### config.mk
export PLATFORM = sky130hd
export DESIGN_NAME = exception_ctrl_flat
export DESIGN_NICKNAME = d
export VERILOG_FILES = /design/src/rtl/exc_pkg.sv /design/src/rtl/exception_ctrl_if.sv /design/src/rtl/exception_ctrl.sv /design/src/flat_wrapper.sv
export SDC_FILE = /design/constraint.sdc
export NUM_CORES = 1
export LEC_CHECK = 0
export CORE_MARGIN = 2
export CORE_UTILIZATION = 39
export DETAILED_ROUTE_END_ITERATION = 10
export GPL_ROUTABILITY_DRIVEN = 0
export GPL_TIMING_DRIVEN = 0
export PLACE_DENSITY = 0.82
export SLEW_MARGIN = 20
export SYNTH_ARGS = -nofsm -noshare
export SYNTH_HDL_FRONTEND = slang
export SYNTH_SLANG_ARGS = --single-unit
### constraint.sdc
create_clock -name clk -period 2.1 [get_ports clk]
set_input_delay 0.525 -clock clk [delete_from_list [all_inputs] [get_ports clk]]
set_output_delay 0.525 -clock clk [all_outputs]
set_load 0.1 [all_outputs]
### src/rtl/exc_pkg.sv
`default_nettype none
// +--------------------------------------------------------------------+
// | Module      : exc_pkg                                              |
// | Description : Shared types and constants for the LEGv8 exception   |
// |               sequencer (state encoding, ESR codes, MRS selects).  |
// | Revision    : 1.0  initial release                                 |
// +--------------------------------------------------------------------+
package exc_pkg;

    // Sequencer states; 3 bits holds all five encodings
    typedef enum logic [2:0] {
        S_IDLE    = 3'd0,
        S_ENTRY   = 3'd1,
        S_HANDLER = 3'd2,
        S_RETURN  = 3'd3,
        S_HALT    = 3'd4
    } exc_state_t;

    // Decoder EStatus codes
    localparam logic [3:0] EST_NONE  = 4'b0000;
    localparam logic [3:0] EST_IRQ   = 4'b0001;
    localparam logic [3:0] EST_INVOP = 4'b0010;

    // Exception syndrome codes stored in ESR
    localparam logic [3:0] ESR_NONE  = 4'b0000;
    localparam logic [3:0] ESR_IRQ   = 4'b0001;
    localparam logic [3:0] ESR_INVOP = 4'b0010;

    // MRS system-register selects
    localparam logic [1:0] SR_ELR   = 2'b00;
    localparam logic [1:0] SR_ESR   = 2'b01;
    localparam logic [1:0] SR_ESYNC = 2'b10;
    localparam logic [1:0] SR_ZERO  = 2'b11;

endpackage : exc_pkg
`default_nettype wire

### src/rtl/exception_ctrl_if.sv
`default_nettype none
// +--------------------------------------------------------------------+
// | Module      : exception_ctrl_if                                    |
// | Description : Decoder/datapath <-> exception sequencer bundle.     |
// |               master = core side, slave = exception_ctrl.          |
// | Revision    : 1.0  initial release                                 |
// +--------------------------------------------------------------------+
interface exception_ctrl_if #(
    parameter int N = 64
);
    // Core -> sequencer
    logic [3:0]   EStatus;
    logic         ERet;
    logic         ExtIRQ;
    logic [N-1:0] pc_curr;
    logic [N-1:0] pc_plus4;
    logic [1:0]   sr_sel;

    // Sequencer -> core
    logic         ExtIAck;
    logic         exc_taken;
    logic         eret_taken;
    logic         squash;
    logic [N-1:0] pc_target;
    logic         in_handler;
    logic         halt;
    logic [N-1:0] sr_rdata;

    modport master (
        output EStatus, ERet, ExtIRQ, pc_curr, pc_plus4, sr_sel,
        input  ExtIAck, exc_taken, eret_taken, squash, pc_target,
               in_handler, halt, sr_rdata
    );

    modport slave (
        input  EStatus, ERet, ExtIRQ, pc_curr, pc_plus4, sr_sel,
        output ExtIAck, exc_taken, eret_taken, squash, pc_target,
               in_handler, halt, sr_rdata
    );

endinterface : exception_ctrl_if
`default_nettype wire

### src/rtl/exception_ctrl.sv
`default_nettype none
// +--------------------------------------------------------------------+
// | Module      : exception_ctrl                                       |
// | Description : Exception sequencer for the LEGv8 single-cycle core. |
// |               Captures ELR/ESR/ESync, redirects the PC to VECTOR,  |
// |               masks IRQs in the handler, returns on ERET, halts on |
// |               a double fault and serves the MRS read port.         |
// | Revision    : 1.0  initial release                                 |
// +--------------------------------------------------------------------+
module exception_ctrl
    import exc_pkg::*;
#(
    parameter int           N      = 64,
    parameter logic [N-1:0] VECTOR = N'(64'h0000_00D8)
) (
    input  wire logic       clk,
    input  wire logic       reset,     // asynchronous, active-low
    exception_ctrl_if.slave bus
);

    exc_state_t   state_q, state_d;
    logic [N-1:0] elr_q,   elr_d;
    logic [3:0]   esr_q,   esr_d;
    logic         esync_q, esync_d;

    logic         ack_w;
    logic         exc_taken_w;
    logic         eret_taken_w;
    logic         squash_w;
    logic [N-1:0] pc_target_w;
    logic         in_handler_w;
    logic         halt_w;
    logic [N-1:0] sr_rdata_w;

    // State and captured exception registers; reset returns everything to IDLE/zero
    always_ff @(posedge clk or negedge reset) begin
        if (!reset) begin
            state_q <= S_IDLE;
            elr_q   <= '0;
            esr_q   <= ESR_NONE;
            esync_q <= 1'b0;
        end else begin
            state_q <= state_d;
            elr_q   <= elr_d;
            esr_q   <= esr_d;
            esync_q <= esync_d;
        end
    end

    // Next-state, register capture and Moore outputs decoded from the current state
    always_comb begin
        state_d      = state_q;
        elr_d        = elr_q;
        esr_d        = esr_q;
        esync_d      = esync_q;
        ack_w        = 1'b0;
        exc_taken_w  = 1'b0;
        eret_taken_w = 1'b0;
        squash_w     = 1'b0;
        pc_target_w  = '0;
        in_handler_w = 1'b0;
        halt_w       = 1'b0;

        case (state_q)
            S_IDLE: begin
                // IRQ outranks a simultaneous invalid opcode, matching the decoder.
                // A spurious ERET here is simply ignored.
                if (bus.ExtIRQ) begin
                    elr_d   = bus.pc_plus4;
                    esr_d   = ESR_IRQ;
                    esync_d = 1'b0;
                    state_d = S_ENTRY;
                end else if (bus.EStatus == EST_INVOP) begin
                    elr_d   = bus.pc_curr;
                    esr_d   = ESR_INVOP;
                    esync_d = 1'b1;
                    state_d = S_ENTRY;
                end
            end

            S_ENTRY: begin
                exc_taken_w  = 1'b1;
                squash_w     = 1'b1;
                pc_target_w  = VECTOR;
                in_handler_w = 1'b1;
                // Only asynchronous entries are acknowledged to the IRQ source
                ack_w        = ~esync_q;
                state_d      = S_HANDLER;
            end

            S_HANDLER: begin
                // ExtIRQ is masked here; the level request stays pending.
                // A fault inside the handler is fatal and outranks ERET.
                in_handler_w = 1'b1;
                if (bus.EStatus == EST_INVOP) begin
                    state_d = S_HALT;
                end else if (bus.ERet) begin
                    state_d = S_RETURN;
                end
            end

            S_RETURN: begin
                eret_taken_w = 1'b1;
                squash_w     = 1'b1;
                pc_target_w  = elr_q;
                esr_d        = ESR_NONE;
                esync_d      = 1'b0;
                state_d      = S_IDLE;
            end

            S_HALT: begin
                halt_w   = 1'b1;
                squash_w = 1'b1;
            end

            default: begin
                state_d = S_IDLE;
            end
        endcase
    end

    // MRS read port: zero-extended view of the captured registers
    always_comb begin
        sr_rdata_w = '0;
        case (bus.sr_sel)
            SR_ELR:   sr_rdata_w = elr_q;
            SR_ESR:   sr_rdata_w = {{(N-4){1'b0}}, esr_q};
            SR_ESYNC: sr_rdata_w = {{(N-1){1'b0}}, esync_q};
            SR_ZERO:  sr_rdata_w = '0;
            default:  sr_rdata_w = '0;
        endcase
    end

    assign bus.ExtIAck    = ack_w;
    assign bus.exc_taken  = exc_taken_w;
    assign bus.eret_taken = eret_taken_w;
    assign bus.squash     = squash_w;
    assign bus.pc_target  = pc_target_w;
    assign bus.in_handler = in_handler_w;
    assign bus.halt       = halt_w;
    assign bus.sr_rdata   = sr_rdata_w;

endmodule : exception_ctrl
`default_nettype wire

### src/flat_wrapper.sv
// flat-port wrapper written by rule: the top's interface ports become plain ports
module exception_ctrl_flat import exc_pkg::*;
#(
    parameter int           N      = 64,
    parameter logic [N-1:0] VECTOR = N'(64'h0000_00D8)
)
  (clk, reset, bus_EStatus, bus_ERet, bus_ExtIRQ, bus_pc_curr, bus_pc_plus4, bus_sr_sel, bus_ExtIAck, bus_exc_taken, bus_eret_taken, bus_squash, bus_pc_target, bus_in_handler, bus_halt, bus_sr_rdata);
  exception_ctrl_if #(.N(N)) bus_i ();
  input  wire logic clk;
  input  wire logic reset;
  input wire logic [$bits(bus_i.EStatus)-1:0] bus_EStatus;
  input wire logic [$bits(bus_i.ERet)-1:0] bus_ERet;
  input wire logic [$bits(bus_i.ExtIRQ)-1:0] bus_ExtIRQ;
  input wire logic [$bits(bus_i.pc_curr)-1:0] bus_pc_curr;
  input wire logic [$bits(bus_i.pc_plus4)-1:0] bus_pc_plus4;
  input wire logic [$bits(bus_i.sr_sel)-1:0] bus_sr_sel;
  output wire logic [$bits(bus_i.ExtIAck)-1:0] bus_ExtIAck;
  output wire logic [$bits(bus_i.exc_taken)-1:0] bus_exc_taken;
  output wire logic [$bits(bus_i.eret_taken)-1:0] bus_eret_taken;
  output wire logic [$bits(bus_i.squash)-1:0] bus_squash;
  output wire logic [$bits(bus_i.pc_target)-1:0] bus_pc_target;
  output wire logic [$bits(bus_i.in_handler)-1:0] bus_in_handler;
  output wire logic [$bits(bus_i.halt)-1:0] bus_halt;
  output wire logic [$bits(bus_i.sr_rdata)-1:0] bus_sr_rdata;
  assign bus_i.EStatus = bus_EStatus;
  assign bus_i.ERet = bus_ERet;
  assign bus_i.ExtIRQ = bus_ExtIRQ;
  assign bus_i.pc_curr = bus_pc_curr;
  assign bus_i.pc_plus4 = bus_pc_plus4;
  assign bus_i.sr_sel = bus_sr_sel;
  assign bus_ExtIAck = bus_i.ExtIAck;
  assign bus_exc_taken = bus_i.exc_taken;
  assign bus_eret_taken = bus_i.eret_taken;
  assign bus_squash = bus_i.squash;
  assign bus_pc_target = bus_i.pc_target;
  assign bus_in_handler = bus_i.in_handler;
  assign bus_halt = bus_i.halt;
  assign bus_sr_rdata = bus_i.sr_rdata;
  exception_ctrl #(.N(N), .VECTOR(VECTOR)) u_core (.clk(clk), .reset(reset), .bus(bus_i));
endmodule
# ---- Yosys cells after proc, flatten, opt, wreduce, memory -nomap -nowiden
# Cells that the tools add are included.
dict set report totals {
  register_bits 72
  input_bits 138
  word_cells 46
}
dict set report classes {
  n_eq_ne 10
  n_mux 21
  n_bitwise 2
  n_reduce_logical 9
}
# operator n
set ops {}
lappend ops {{$pmux W64 S4} 1}
lappend ops {{$mux W64} 2}
lappend ops {{$pmux W64 S2} 1}
lappend ops {{$mux W3} 4}
lappend ops {{$pmux W3 S4} 1}
lappend ops {{$mux W1} 8}
lappend ops {{$mux W4} 2}
lappend ops {{$pmux W4 S2} 1}
lappend ops {{$eq A3 B2 Y1 const B} 2}
lappend ops {{$ne A3 B2 Y1 const B} 2}
lappend ops {{$eq A2 B2 Y1 const B} 2}
lappend ops {{$eq A4 B2 Y1 const B} 1}
lappend ops {{$reduce_and A2 Y1} 2}
lappend ops {{$reduce_bool A2 Y1} 2}
lappend ops {{$eq A3 B1 Y1 const B} 1}
lappend ops {{$eq A3 B3 Y1 const B} 1}
lappend ops {{$logic_not A3 Y1} 1}
lappend ops {{$reduce_and A3 Y1} 1}
lappend ops {{$reduce_or A3 Y1} 1}
lappend ops {{$eq A2 B1 Y1 const B} 1}
lappend ops {{$logic_not A2 Y1} 1}
lappend ops {{$not A1 Y1} 2}
lappend ops {{$pmux W1 S2} 1}
lappend ops {{$reduce_or A2 Y1} 1}

# ---- Longest topological paths before layout
# Gate-level depths: netlist (run 1).
dict set report logic_depth {
  word_depth 4
  mapped_depth 6
}

# ---- Worst setup path after synthesis (run 1)
# No wires, ideal clock.
dict set report synth_timing {
  path_type {flip-flop to output port}
  startpoint {register u_core.state_q[2]}
  endpoint {output bus_ExtIAck}
  arrival_time_ns 2.998
  required_ns 1.575
  slack_ns -1.423
  stages_incl_launch_ff 5
  cell_sequence {dfrtp_1 clkbuf_1 clkbuf_1 nand2b_1 nor3_1}
}
dict set report synth_via {
  elab_chain_cells 2
}
# item line
set synth_rtl {}
lappend synth_rtl {{start: declaration} exception_ctrl.sv:21} ;# exc_state_t state_q, state_d;
lappend synth_rtl {{start signal: assignment} exception_ctrl.sv:43} ;# state_q <= state_d;
lappend synth_rtl {{$eq A3 B1 Y1} exception_ctrl.sv:64} ;# case (state_q)
lappend synth_rtl {{$mux W1} exception_ctrl.sv:64}
lappend synth_rtl {{end: declaration} flat_wrapper.sv:17} ;# output wire logic [$bits(bus_i.ExtIAck)-1:0] bus_ExtIAck;
# Every way passes these cells.

# ---- Worst setup path in the final report (run 1)
dict set report layout_timing {
  startpoint {register u_core.state_q[2]}
  endpoint {output bus_pc_target[2]}
}
dict set report layout_via {
  elab_chain_cells 2
  word_cells_on_any_way 3
  cone_classes {2 x eq/ne; 1 x mux}
}
# item line
set layout_rtl {}
lappend layout_rtl {{$eq A3 B2 Y1 or $eq A3 B1 Y1 (tied branches)} exception_ctrl.sv:64}
lappend layout_rtl {{$pmux W64 S2 *} exception_ctrl.sv:64}
lappend layout_rtl {{end: declaration} flat_wrapper.sv:21} ;# output wire logic [$bits(bus_i.pc_target)-1:0] bus_pc_target;
# Every way passes the cells marked *; elsewhere a longest branch is shown, timed or not.

==> results.md, run 1 <==
- Worst reg2reg path startpoint: u_core.state_q[2]
- Max VDD drop: 1160 uV
- Fmax: 0.428 GHz
- Total congestion overflow: 0
- Initial Utilization: 39.7%
- PwrDens: 1490 nW/um^2
- Dominant cell by count in the synthesized netlist: and2_1
- Min-Delay Path Class: primary input to async pin
- Dominant cells by area after synthesis: dfrtp_1 36%, and2_1 19%, mux2i_1 8.0%
- H-tree Lvls: 3
- Seq cells post-synth: 69
- DP Cell Count: 940
- Synth Area in Compound Gates: 20.2%
- CP most frequent cell: clkbuf_8
- Most frequent cells after synthesis: 143 x and2_1, 69 x dfrtp_1, 44 x a21oi_1, 39 x clkbuf_1, 38 x mux2i_1
- Syn_area_per_cell: 9.05 sq um
- Final setup viols: 70
- Vias in the first global route: 5800
- Pins over their slew limit: 0
- Post-Synthesis Cell Area: 4730 sq um
- Final ANT Viol Nets: 0
- Clk root buf: clkbuf_16
- Post-Route WL: 22000 um
- Total GRT Usage: 31.5%
- Non-Filler Instances: 971
- IO Pins: 272
- Mux cell area share after synthesis: 8.04%
- Count of cell types in the netlist: 32
- CP bufs+invs: 4
- Pin count of the biggest net entering global routing: 42
- Register area share after synthesis: 36.5%
- DR iter-0 viols: 344
- Leading area contributor after synthesis: dfrtp_1
- Max-cap violations: 0
- P&R area growth vs syn: 105%
- Layout Nets: 957
- Largest family of logic cells by synthesized area: simple AND/OR/NAND/NOR gates
- Top Family by Delay on Critical Path: buffers and inverters
- Routed WL per cell: 22.6 um
- Post-synth ARST share: 100%
- Final Cycle Share: 111%
- RSZ-0062 raised after global routing: true
- Post-Synth Adder-Cell Area: 0%
- Die Span Y: 114 um
- Mapped Nets: 661
- Floorplan Core Area: 11900 sq um
- Via/cell ratio: 5.80
- Critical path class: flip-flop to output port
- Max_slew headroom: 61.5%
- Hold Slack: 132 ps
- Critical Path Slowest Stage Cell: dfrtp_1
- Layout cells sized above 1: 43.0%
- Core Rows: 40
- Clock latency on the worst-skew pair: 330 ps
- TritonCTS buffer count: 9
- DIE AREA: 13000 sq um
- CP peak stage delay: 380 ps
- Layout Skew: 6.28 ps
- P_leak: 0.00398 uW
- Synth Area in Simple Gates: 28.5%
- Count of final hold-check violations: 0
- Die boundary width: 114 um
- Failing checks: negative setup slack
- CTS tree: built
- Routed via count: 5629
- Cell count after synthesis: 523
- Max FO, Critical Path: 10
- Top cell type's share of synthesized area: 36.5%
- Post-detail-place hpwl: 14700 um
- Clk slew on worst S/H paths: 60 ps
- CTS sink count: 69
- Worst EP arrival: 1810 ps
- Worst setup margin: -234 ps
- DRT Pass-1 Iters: 5
- IO Port Bufs: 269
- Worst-margin pin slew: 577 ps
- Hold_buf cts: 0
- Initial antenna violation count: 1
- YS warnings: 0
- Most used DFF post-synth: dfrtp_1
- Crit-path cells: clkbuf_8 -> nand3b_1 -> clkinv_4 -> clkbuf_8 -> and2_2 -> buf_12
- Clock tree buffer depth: 2
- N_diodes: 0
- Post-route DRC violation count: 0
- Post-Synth XOR/XNOR Area: 0%
- Worst Setup SP: u_core.state_q[2]
- Setup TNS: -12370 ps
- Min Tclk post-route: 2330 ps
- CP startpoint kind: flip-flop
- First-pass GRT wire length: 31600 um
- EDFF count, synth: 0
- CP required: 1570 ps
- CP endpoint kind: output port
- Status: finished with violations
## metal layers
metal / vias to the layer above / part of all wire, % / wire, um / GRT usage, %
met5: - / 0 / 0 / 0
met4: 0 / 3.7 / 813 / 13.5
met3: 68 / 7.4 / 1620 / 5.61
met1: 2759 / 37 / 8140 / 37.9
li1: 2493 / - / - / -
met2: 309 / 52 / 11400 / 55.1
## flip-flops by register name, indices dropped and copies added, names as in the netlist
| register | count |
|---|---|
| u_core.elr_q | 64 |
| u_core.state_q | 3 |
| u_core.esr_q | 2 |
## final timing paths
path                                     end  slack (ps)  cells after the start
hold reg to reg             u_core.elr_q[45]         510                      1
max in group asynchronous  u_core.state_q[0]        1400                      2
setup / recovery            bus_pc_target[2]        -230                      6
hold / removal              u_core.elr_q[42]         130                      1
setup reg to reg            u_core.elr_q[10]         130                      7
min in group clk            u_core.elr_q[45]         510                      1
## kinds of logic after synthesis
group	count (synthesis)
flip-flops	69
multiplexers	38
AND/OR/NAND/NOR	208
AO/OA/AOI/OAI	142
buffers and inverters	66
## placed cells by master (no fill, tap or decap), types with 26 or more instances in the layout
cell type and instances:
a21oi_1 39, a31oi_1 26, and2_2 77, and2_4 41, buf_12 91, buf_6 28, buf_8 28, clkdlybuf4s50_1 133
dfrtp_1 69, mux2i_1 38, o22ai_1 29, o2bb2ai_1 28, or4_1 36
## layout make-up
type / count / area (sq um)
Buffer: 58 / 497
Fill cell: 683 / 2200
Sequential cell: 69 / 1730
Clock buffer: 12 / 256
Timing Repair Buffer: 285 / 3870
Tap cell: 147 / 184
Clock inverter: 4 / 70.1
Inverter: 8 / 37.5
Multi-Input combinational cell: 388 / 3070
## what timing repair did
action | CTS | global route
pin swaps | 0 | 5
endpoints found under the hold margin | 0 | 0
buffers inserted | 4 | 9
setup endpoints to repair | 134 | 171
resized for setup | 1052 | 162
cloned | 2 | 1
## worst reg2reg max path: cells and delay by family (launching register included)
kind	cells	cell delay, ps
multiplexers	1	170
buffers and inverters	4	640
AO/OA/AOI/OAI	1	100
flip-flops	1	380
AND/OR/NAND/NOR	1	510
## stage by stage
| step | setup WS [ps] | total power [uW] | utilization (%) | instance area [sq um] |
|---|---|---|---|---|
| final | -234 | 14500 | 81.6 | 9720 |
| after detailed placement | -1490 | 11100 | 67.0 | 7990 |
| after global placement | -1860 | 10900 | 66.9 | 7970 |
| after CTS | -250 | 13700 | 76.6 | 9120 |
| after global routing | -279 | 15000 | 81.6 | 9720 |
| after floorplan | -231 | 8960 | - | 5090 |
## power breakdown
| group | leakage (uW) | switching [uW] | internal (uW) |
|---|---|---|---|
| sequential | 0.000838 | 626 | 2000 |
| combinational | 0.00298 | 6410 | 3760 |
| clock | 0.000163 | 565 | 1100 |
| total | 0.00398 | 7600 | 6860 |
(Power assumes the default switching activity.)
==> inputs of run 2 (changes only) <==
- ABC_AREA: unset -> 1
- CORE_UTILIZATION: 39 -> 38
==> run 2 against run 1 <==
The flow still finishes with violations (negative setup slack); utilization rose by 6.8 points; non-clock buffer count is 19 lower; setup slack better by 160 ps; critical path depth up 1; clock skew rose by 0.60 ps; flip-flop and latch count unchanged; die area down 4.4%; largest power group unchanged; highest routed layer unchanged; clock-buffer cell count is the same; total power is 2.7% lower; register-to-register slack improved by 370 ps; first-iteration DRC count is 2.0% higher; wire length increased by 2.4%.
==> results.md, run 2 <==
- Status: finished with violations (unchanged)
- Failing checks: negative setup slack (unchanged)
- DRT Pass-1 Iters: 5 (unchanged)
- Total congestion overflow: 0 (unchanged)
- Clk slew on worst S/H paths: 60 ps (about the same)
- Max_slew headroom: 64.7% (was 61.5%)
- WL met2: 11900 um (was 11400 um)
- Min-Delay Path Class: primary input to async pin (unchanged)
- First-pass GRT wire length: 29000 um (was 31600 um)
- End of the critical path: bus_ExtIAck (was bus_pc_target[2])
- PwrDens: 1400 nW/um^2 (was 1490 nW/um^2)
- Dominant cell by count in the synthesized netlist: nand2_1 (was and2_1)
- Core Rows: 39 (was 40)
- Most common cell after layout, fill and taps aside: nand2_1 (was clkdlybuf4s50_1)
- Routed WL per cell: 20.2 um (was 22.6 um)
- Cell count after synthesis: 671 (was 523)
- Max VDD drop: 873 uV (was 1160 uV)
- Met1 Wirelength: 7900 um (was 8140 um)
- Leading area contributor after synthesis: dfrtp_1 (unchanged)
- Post-synth ARST share: 100% (unchanged)
- Setup TNS: -2530 ps (was -12370 ps)
- Critical path class: flip-flop to output port (unchanged)
- N_diodes: 0 (unchanged)
- CP required: 1570 ps (about the same)
- Layout cells sized above 1: 39.8% (was 43.0%)
- Hold_buf cts: 0 (unchanged)
- Count of final hold-check violations: 0 (unchanged)
- Clock latency on the worst-skew pair: 330 ps (about the same)
- Worst Setup SP: u_core.state_q[0] (was u_core.state_q[2])
- IO Pins: 272 (unchanged)
- Final Cell Area: 10100 sq um (was 9720 sq um)
- Most frequent cells after synthesis: 272 x nand2_1, 132 x nor2_1, 74 x inv_1, 69 x dfrtp_1, 50 x o21ai_2 (was 143 x and2_1, 69 x dfrtp_1, 44 x a21oi_1, 39 x clkbuf_1, 38 x mux2i_1)
- Post-route DRC violation count: 0 (unchanged)
- Clk root buf: clkbuf_16 (unchanged)
- P&R area growth vs syn: 128% (was 105%)
- TritonCTS buffer count: 9 (unchanged)
- Highest routed layer: met4 (unchanged)
- CP startpoint kind: flip-flop (unchanged)
- Syn_area_per_cell: 6.56 sq um (was 9.05 sq um)
- Via/cell ratio: 5.23 (was 5.80)
- Worst EP arrival: 1650 ps (was 1810 ps)
- Fmax: 0.459 GHz (was 0.428 GHz)
- Max reg flops: 64 (unchanged)
- Top cell type's share of synthesized area: 39.2% (was 36.5%)
- Worst R2R End: u_core.elr_q[14] (was u_core.elr_q[10])
- Vias in the first global route: 5575 (was 5800)
- Die Span Y: 112 um (was 114 um)
- Post-Synthesis Cell Area: 4400 sq um (was 4730 sq um)
- Min Tclk post-route: 2180 ps (was 2330 ps)
- R2R cell count: 8 (was 7)
- Dominant cells by area after synthesis: dfrtp_1 39%, nand2_1 23%, nor2_1 11% (was dfrtp_1 36%, and2_1 19%, mux2i_1 8.0%)
- CP endpoint kind: output port (unchanged)
- CTS sink count: 69 (unchanged)
- Layout Skew: 6.88 ps (was 6.28 ps)
- Post-Place Cell Area: 7840 sq um (was 7990 sq um)
- Total GRT Usage: 29.6% (was 31.5%)
- Initial antenna violation count: 0 (was 1)
- Most frequent cells in the layout: 270 x nand2_1, 134 x clkdlybuf4s50_1, 124 x buf_12, 115 x nor2_4, 70 x inv_1 (was 133 x clkdlybuf4s50_1, 91 x buf_12, 77 x and2_2, 69 x dfrtp_1, 41 x and2_4)
- Max FO, Critical Path: 6 (was 10)
- Post-Route WL: 22500 um (was 22000 um)
- Final setup viols: 67 (was 70)
- Regs by FF count: u_core.elr_q (64), u_core.state_q (3), u_core.esr_q (2) (unchanged)
- Final ANT Viol Nets: 0 (unchanged)
- Seq cells post-synth: 69 (unchanged)
- Die boundary width: 112 um (was 114 um)
- IO Port Bufs: 271 (was 269)
- P_leak: 0.00440 uW (was 0.00398 uW)
- Register area share after synthesis: 39.2% (was 36.5%)
- R2R Setup Slk: 500 ps (was 130 ps)
- Hold Slack: 149 ps (was 132 ps)
- Final Cycle Share: 104% (was 111%)
- Layout Nets: 1106 (was 957)
- Most used DFF post-synth: dfrtp_1 (unchanged)
- CTS tree: built (unchanged)
- Biggest register: u_core.elr_q (unchanged)
- Worst-margin pin slew: 530 ps (was 577 ps)
- Worst setup margin: -76.7 ps (was -234 ps)
- Fillers: 538 (was 683)
- Met3 WL: 1700 um (was 1620 um)
- EDFF count, synth: 0 (unchanged)
- DIE AREA: 12500 sq um (was 13000 sq um)
- Pins over their slew limit: 0 (unchanged)
- Initial Utilization: 38.7% (was 39.7%)
- Max-cap violations: 0 (unchanged)
- Mapped Nets: 809 (was 661)
- Clock tree buffer depth: 2 (unchanged)
- Post-detail-place hpwl: 13100 um (was 14700 um)
- RSZ-0062 raised after global routing: true (unchanged)
- H-tree Lvls: 3 (unchanged)
- Pin count of the biggest net entering global routing: 37 (was 42)
- Routed via count: 5827 (was 5629)
- Worst reg2reg path startpoint: u_core.state_q[1] (was u_core.state_q[2])
- Count of cell types in the netlist: 19 (was 32)
- DR iter-0 viols: 351 (was 344)
- Floorplan Core Area: 11400 sq um (was 11900 sq um)
- YS warnings: 0 (unchanged)
==> run 2: changes by cell type after synthesis, moves of 14 or more <==
cell | before | now
o22ai_1 | 29 | 0
a21oi_1 | 44 | 5
o21ai_2 | 1 | 50
nand2_1 | 5 | 272
nor2_1 | 6 | 132
o2bb2ai_1 | 28 | 0
and2_1 | 143 | 0
clkbuf_1 | 39 | 19
or4_1 | 36 | 0
mux2i_1 | 38 | 0
inv_1 | 7 | 74
a31oi_1 | 26 | 0
o21ai_0 | 2 | 16
==> run 2: worst min path at each step <==
stage / to / slack, ps
4_1_cts: u_core.elr_q[56] / 160
6_report: u_core.elr_q[56] / 150
2_1_floorplan: u_core.elr_q[0] / 230
3_3_place_gp: u_core.elr_q[6] / 520
5_1_grt: u_core.elr_q[56] / 180
3_5_place_dp: u_core.elr_q[56] / 510
==> run 2: per-stage QoR <==
step                      std cells  total power, uW  utilization [%]  worst slack (ps)
after global routing           1114            14600             88.4              -155
after global placement         1085            10400             68.8             -1950
after detailed placement       1086            10600             68.9             -1520
after CTS                      1100            12700             78.4             -78.5
final                          1114            14100             88.4             -76.7
after floorplan                 671             8640                -              -586
==> run 2: final cells by class <==
cell class              instances  area (sq um)  area share, %
clock inverters                 2          10.0         0.0996
well taps                     143           179           1.78
plain buffers                  41           495           4.93
repair buffers                283          4020           40.0
repair inverters                2          12.5          0.124
clock buffers                  12           256           2.55
inverters                      76           297           2.95
flip-flops and latches         69          1730           17.2
multi-input cells             486          3060           30.4
==> run 2: cell families (layout without fill, tap and decap cells) <==
family,Yosys count,in the layout,synth area share (%)
compound gates,73,73,12.7
buf+inv,117,416,12.5
flops,69,69,39.2
simple gates,412,413,35.6
==> run 2: worst max-delay path: stages (launching register included) <==
cell and delay, ps:
dfrtp_1 360, inv_2 60, nor2_4 160, clkinvlp_4 210, nor2_4 170, inv_4 70, nor2_4 100, buf_12 180
==> run 2: per-layer routing <==
metal / GRT usage (%) / up-vias
li1: - / 2612
met1: 34.2 / 2822
met2: 53.2 / 313
met3: 7.84 / 80
met4: 10.3 / 0
met5: 0 / -
==> run 2: power breakdown <==
part	internal, uW	total, uW	leakage (uW)	switching (uW)
clock network	847	1410	0.000134	561
registers	1940	2140	0.000863	205
logic	3360	10500	0.00340	7160
==> run 2: what timing repair did <==
item                                     CTS  global route
gates resized for setup                 1107           230
gates cloned                               0            10
setup buffers                              0             4
endpoints found under the setup margin   134           131
pin swaps                                  1             5
==> inputs of run 3 (changes only) <==
- ABC_CLOCK_PERIOD_IN_PS: unset -> 2100
- GPL_TIMING_DRIVEN: 0 -> unset
==> run 3 against run 2 <==
The flow still finishes with violations (negative setup slack); global-route usage down 0.37 points; critical path depth down 1; die area unchanged; clock-buffer cell count down 2; non-clock buffer count down 17; critical endpoint is now bus_pc_target[5]; via count down 7.4%; final area up 0.17%; setup slack better by 34 ps; wire length down 16%; sequential power about the same; register-to-register slack worse by 190 ps; largest cell class unchanged; utilization up 0.15 points.
==> results.md, run 3 (synthesis gave the netlist of run 2 again) <==
- Count of final hold-check violations: 0 (unchanged)
- WL met2: 9980 um (was 11900 um)
- Layout Nets: 1087 (was 1106)
- Failing checks: negative setup slack (unchanged)
- Switching Fraction: 54.0% (was 56.3%)
- DIE AREA: 12500 sq um (unchanged)
- CP required: 1570 ps (about the same)
- Clk slew on worst S/H paths: 60 ps (about the same)
- Final ANT Viol Nets: 0 (unchanged)
- TritonCTS buffer count: 9 (unchanged)
- CTS tree: built (unchanged)
- RSZ-0062 raised after global routing: true (unchanged)
- Top Family by Delay on Critical Path: simple AND/OR/NAND/NOR gates (was buffers and inverters)
- Max reg flops: 64 (unchanged)
- Clock network power share: 12.3% (was 10.0%)
- Total congestion overflow: 0 (unchanged)
- Worst-margin pin slew: 594 ps (was 530 ps)
- N_diodes: 0 (unchanged)
- Die boundary width: 112 um (unchanged)
- Part of the power in registers: 15.1% (was 15.2%)
- Layout Skew: 8.71 ps (was 6.88 ps)
- Comb power frac: 72.6% (was 74.8%)
- Setup TNS: -918 ps (was -2530 ps)
- Status: finished with violations (unchanged)
- Pin count of the biggest net entering global routing: 67 (was 37)
- CP startpoint kind: flip-flop (unchanged)
- Total GRT Usage: 29.3% (was 29.6%)
- Fmax: 0.467 GHz (was 0.459 GHz)
- Met1 Wirelength: 7060 um (was 7900 um)
- IO Port Bufs: 271 (unchanged)
- Max VDD drop: 780 uV (was 873 uV)
- PwrDens: 1420 nW/um^2 (was 1400 nW/um^2)
- Pre-CTS setup slack: -311 ps (was -1520 ps)
- Critical path class: flip-flop to output port (unchanged)
- Max FO, Critical Path: 13 (was 6)
- Psw: 7740 uW (was 7930 uW)
- Routed via count: 5393 (was 5827)
- Final Power: 14300 uW (was 14100 uW)
- Fillers: 535 (was 538)
- Max_slew headroom: 60.4% (was 64.7%)
- Worst setup margin: -43.0 ps (was -76.7 ps)
- Clock tree buffer depth: 2 (unchanged)
- H-tree Lvls: 3 (unchanged)
- Pins over their slew limit: 0 (unchanged)
- Biggest register: u_core.elr_q (unchanged)
- CTS sink count: 69 (unchanged)
- Initial antenna violation count: 0 (unchanged)
- IO Pins: 272 (unchanged)
- DR iter-0 viols: 311 (was 351)
- Vias in the first global route: 5541 (was 5575)
- DRT Pass-1 Iters: 4 (was 5)
- Clock latency on the worst-skew pair: 320 ps (was 330 ps)
- Hold Slack: 195 ps (was 149 ps)
- Hold_buf cts: 0 (unchanged)
- P&R area growth vs syn: 129% (was 128%)
- Clk root buf: clkbuf_16 (unchanged)
- Post-route DRC violation count: 0 (unchanged)
- Via/cell ratio: 4.92 (was 5.23)
- CP endpoint kind: output port (unchanged)
- Post-Route WL: 18800 um (was 22500 um)
- Regs by FF count: u_core.elr_q (64), u_core.state_q (3), u_core.esr_q (2) (unchanged)
- Final setup viols: 45 (was 67)
- Layout cells sized above 1: 39.9% (was 39.8%)
- CP bufs+invs: 3 (was 4)
- Most frequent cells in the layout: 268 x nand2_1, 141 x buf_12, 133 x clkdlybuf4s50_1, 93 x nor2_4, 70 x inv_1 (was 270 x nand2_1, 134 x clkdlybuf4s50_1, 124 x buf_12, 115 x nor2_4, 70 x inv_1)
- Min Tclk post-route: 2140 ps (was 2180 ps)
- Post-detail-place hpwl: 12800 um (was 13100 um)
- Most common cell after layout, fill and taps aside: nand2_1 (unchanged)
- Crit-path cells: inv_2 -> nor2_4 -> nand2_8 -> buf_12 -> nor2_4 -> buf_12 (was inv_2 -> nor2_4 -> clkinvlp_4 -> nor2_4 -> inv_4 -> nor2_4 -> buf_12)
- Initial Utilization: 38.7% (unchanged)
- Core Rows: 39 (unchanged)
- Floorplan Core Area: 11400 sq um (unchanged)
- Die Span Y: 112 um (unchanged)
- P_leak: 0.00440 uW (about the same)
- CP peak stage delay: 360 ps (about the same)
- Worst EP arrival: 1620 ps (was 1650 ps)
- Routed WL per cell: 17.2 um (was 20.2 um)
- Met3 WL: 1180 um (was 1700 um)
- First-pass GRT wire length: 29000 um (about the same)
- Min-Delay Path Class: primary input to async pin (unchanged)
- Final Cycle Share: 102% (was 104%)
- Critical Path Slowest Stage Cell: dfrtp_1 (unchanged)
- Max-cap violations: 0 (unchanged)
- Internal power: 6600 uW (was 6150 uW)
- Highest routed layer: met4 (unchanged)
==> run 3: cell count changes in the layout (fill, tap and decap cells not counted), sizes merged <==
cell / change
clkbuf: -15
buf: -3
bufinv: +3
clkdlybuf4s50: -1
clkinvlp: +1
inv: -1
nand2: -1
==> run 3: metrics by stage <==
step                utilization [%]  cell area, sq um  std cells
finish                         88.6             10100       1097
global route                   88.6             10100       1097
CTS                            86.9              9880       1086
detailed placement             80.5              9150       1066
global placement               80.5              9150       1066
floorplan                         -              4930        671
==> run 3: layout make-up <==
cell class              count  area [sq um]  area share (%)
multi-input cells         485          2950            29.3
flip-flops and latches     69          1730            17.2
well taps                 143           179            1.78
repair buffers            307          4570            45.4
clock inverters             6           110            1.09
inverters                  76           290            2.88
repair inverters            1          5.00          0.0497
clock buffers              10           239            2.37
==> run 3: what timing repair did <==
item                                    4_1_cts  5_1_grt
buffers inserted                              1        5
gates cloned                                  3        6
endpoints found under the setup margin      131      122
gates resized for setup                      92       17
pin swaps                                     4       11
==> run 3: power groups by stage <==
| stage | registers (uW) | logic, uW | clock network (uW) |
|---|---|---|---|
| after floorplan | 2090 | 6550 | 0 |
| after global placement | 2130 | 9560 | 0 |
| after detailed placement | 2170 | 9700 | 0 |
| after CTS | 2140 | 10100 | 1790 |
| after global routing | 2210 | 10800 | 1850 |
| final | 2160 | 10400 | 1770 |
==> run 3: worst reg2reg max path: stages, from the launching register on <==
cell and delay, ps:
dfrtp_2 470, buf_4 200, nor2_4 150, nand2_2 100, a21oi_4 190, buf_12 310
nand2_1 200, o21ai_2 90
==> run 3: path summary, 6_finish.rpt <==
kind                                    from                to  slack (ps)  depth (start not counted)
hold / removal                         reset  u_core.elr_q[56]         190                          1
max in group asynchronous              reset  u_core.elr_q[24]        1320                          2
setup / recovery           u_core.state_q[0]  bus_pc_target[5]         -40                          6
hold reg to reg              u_core.esr_q[0]   u_core.esr_q[0]         560                          2
setup reg to reg           u_core.state_q[1]  u_core.elr_q[52]         310                          7
min in group clk             u_core.esr_q[0]   u_core.esr_q[0]         560                          2
==> run 3: routing by layer <==
metal / GRT usage, % / vias to the layer above
met5: 0 / -
met4: 11.6 / 0
met3: 6.53 / 40
met2: 52.6 / 240
met1: 33.8 / 2547
li1: - / 2566
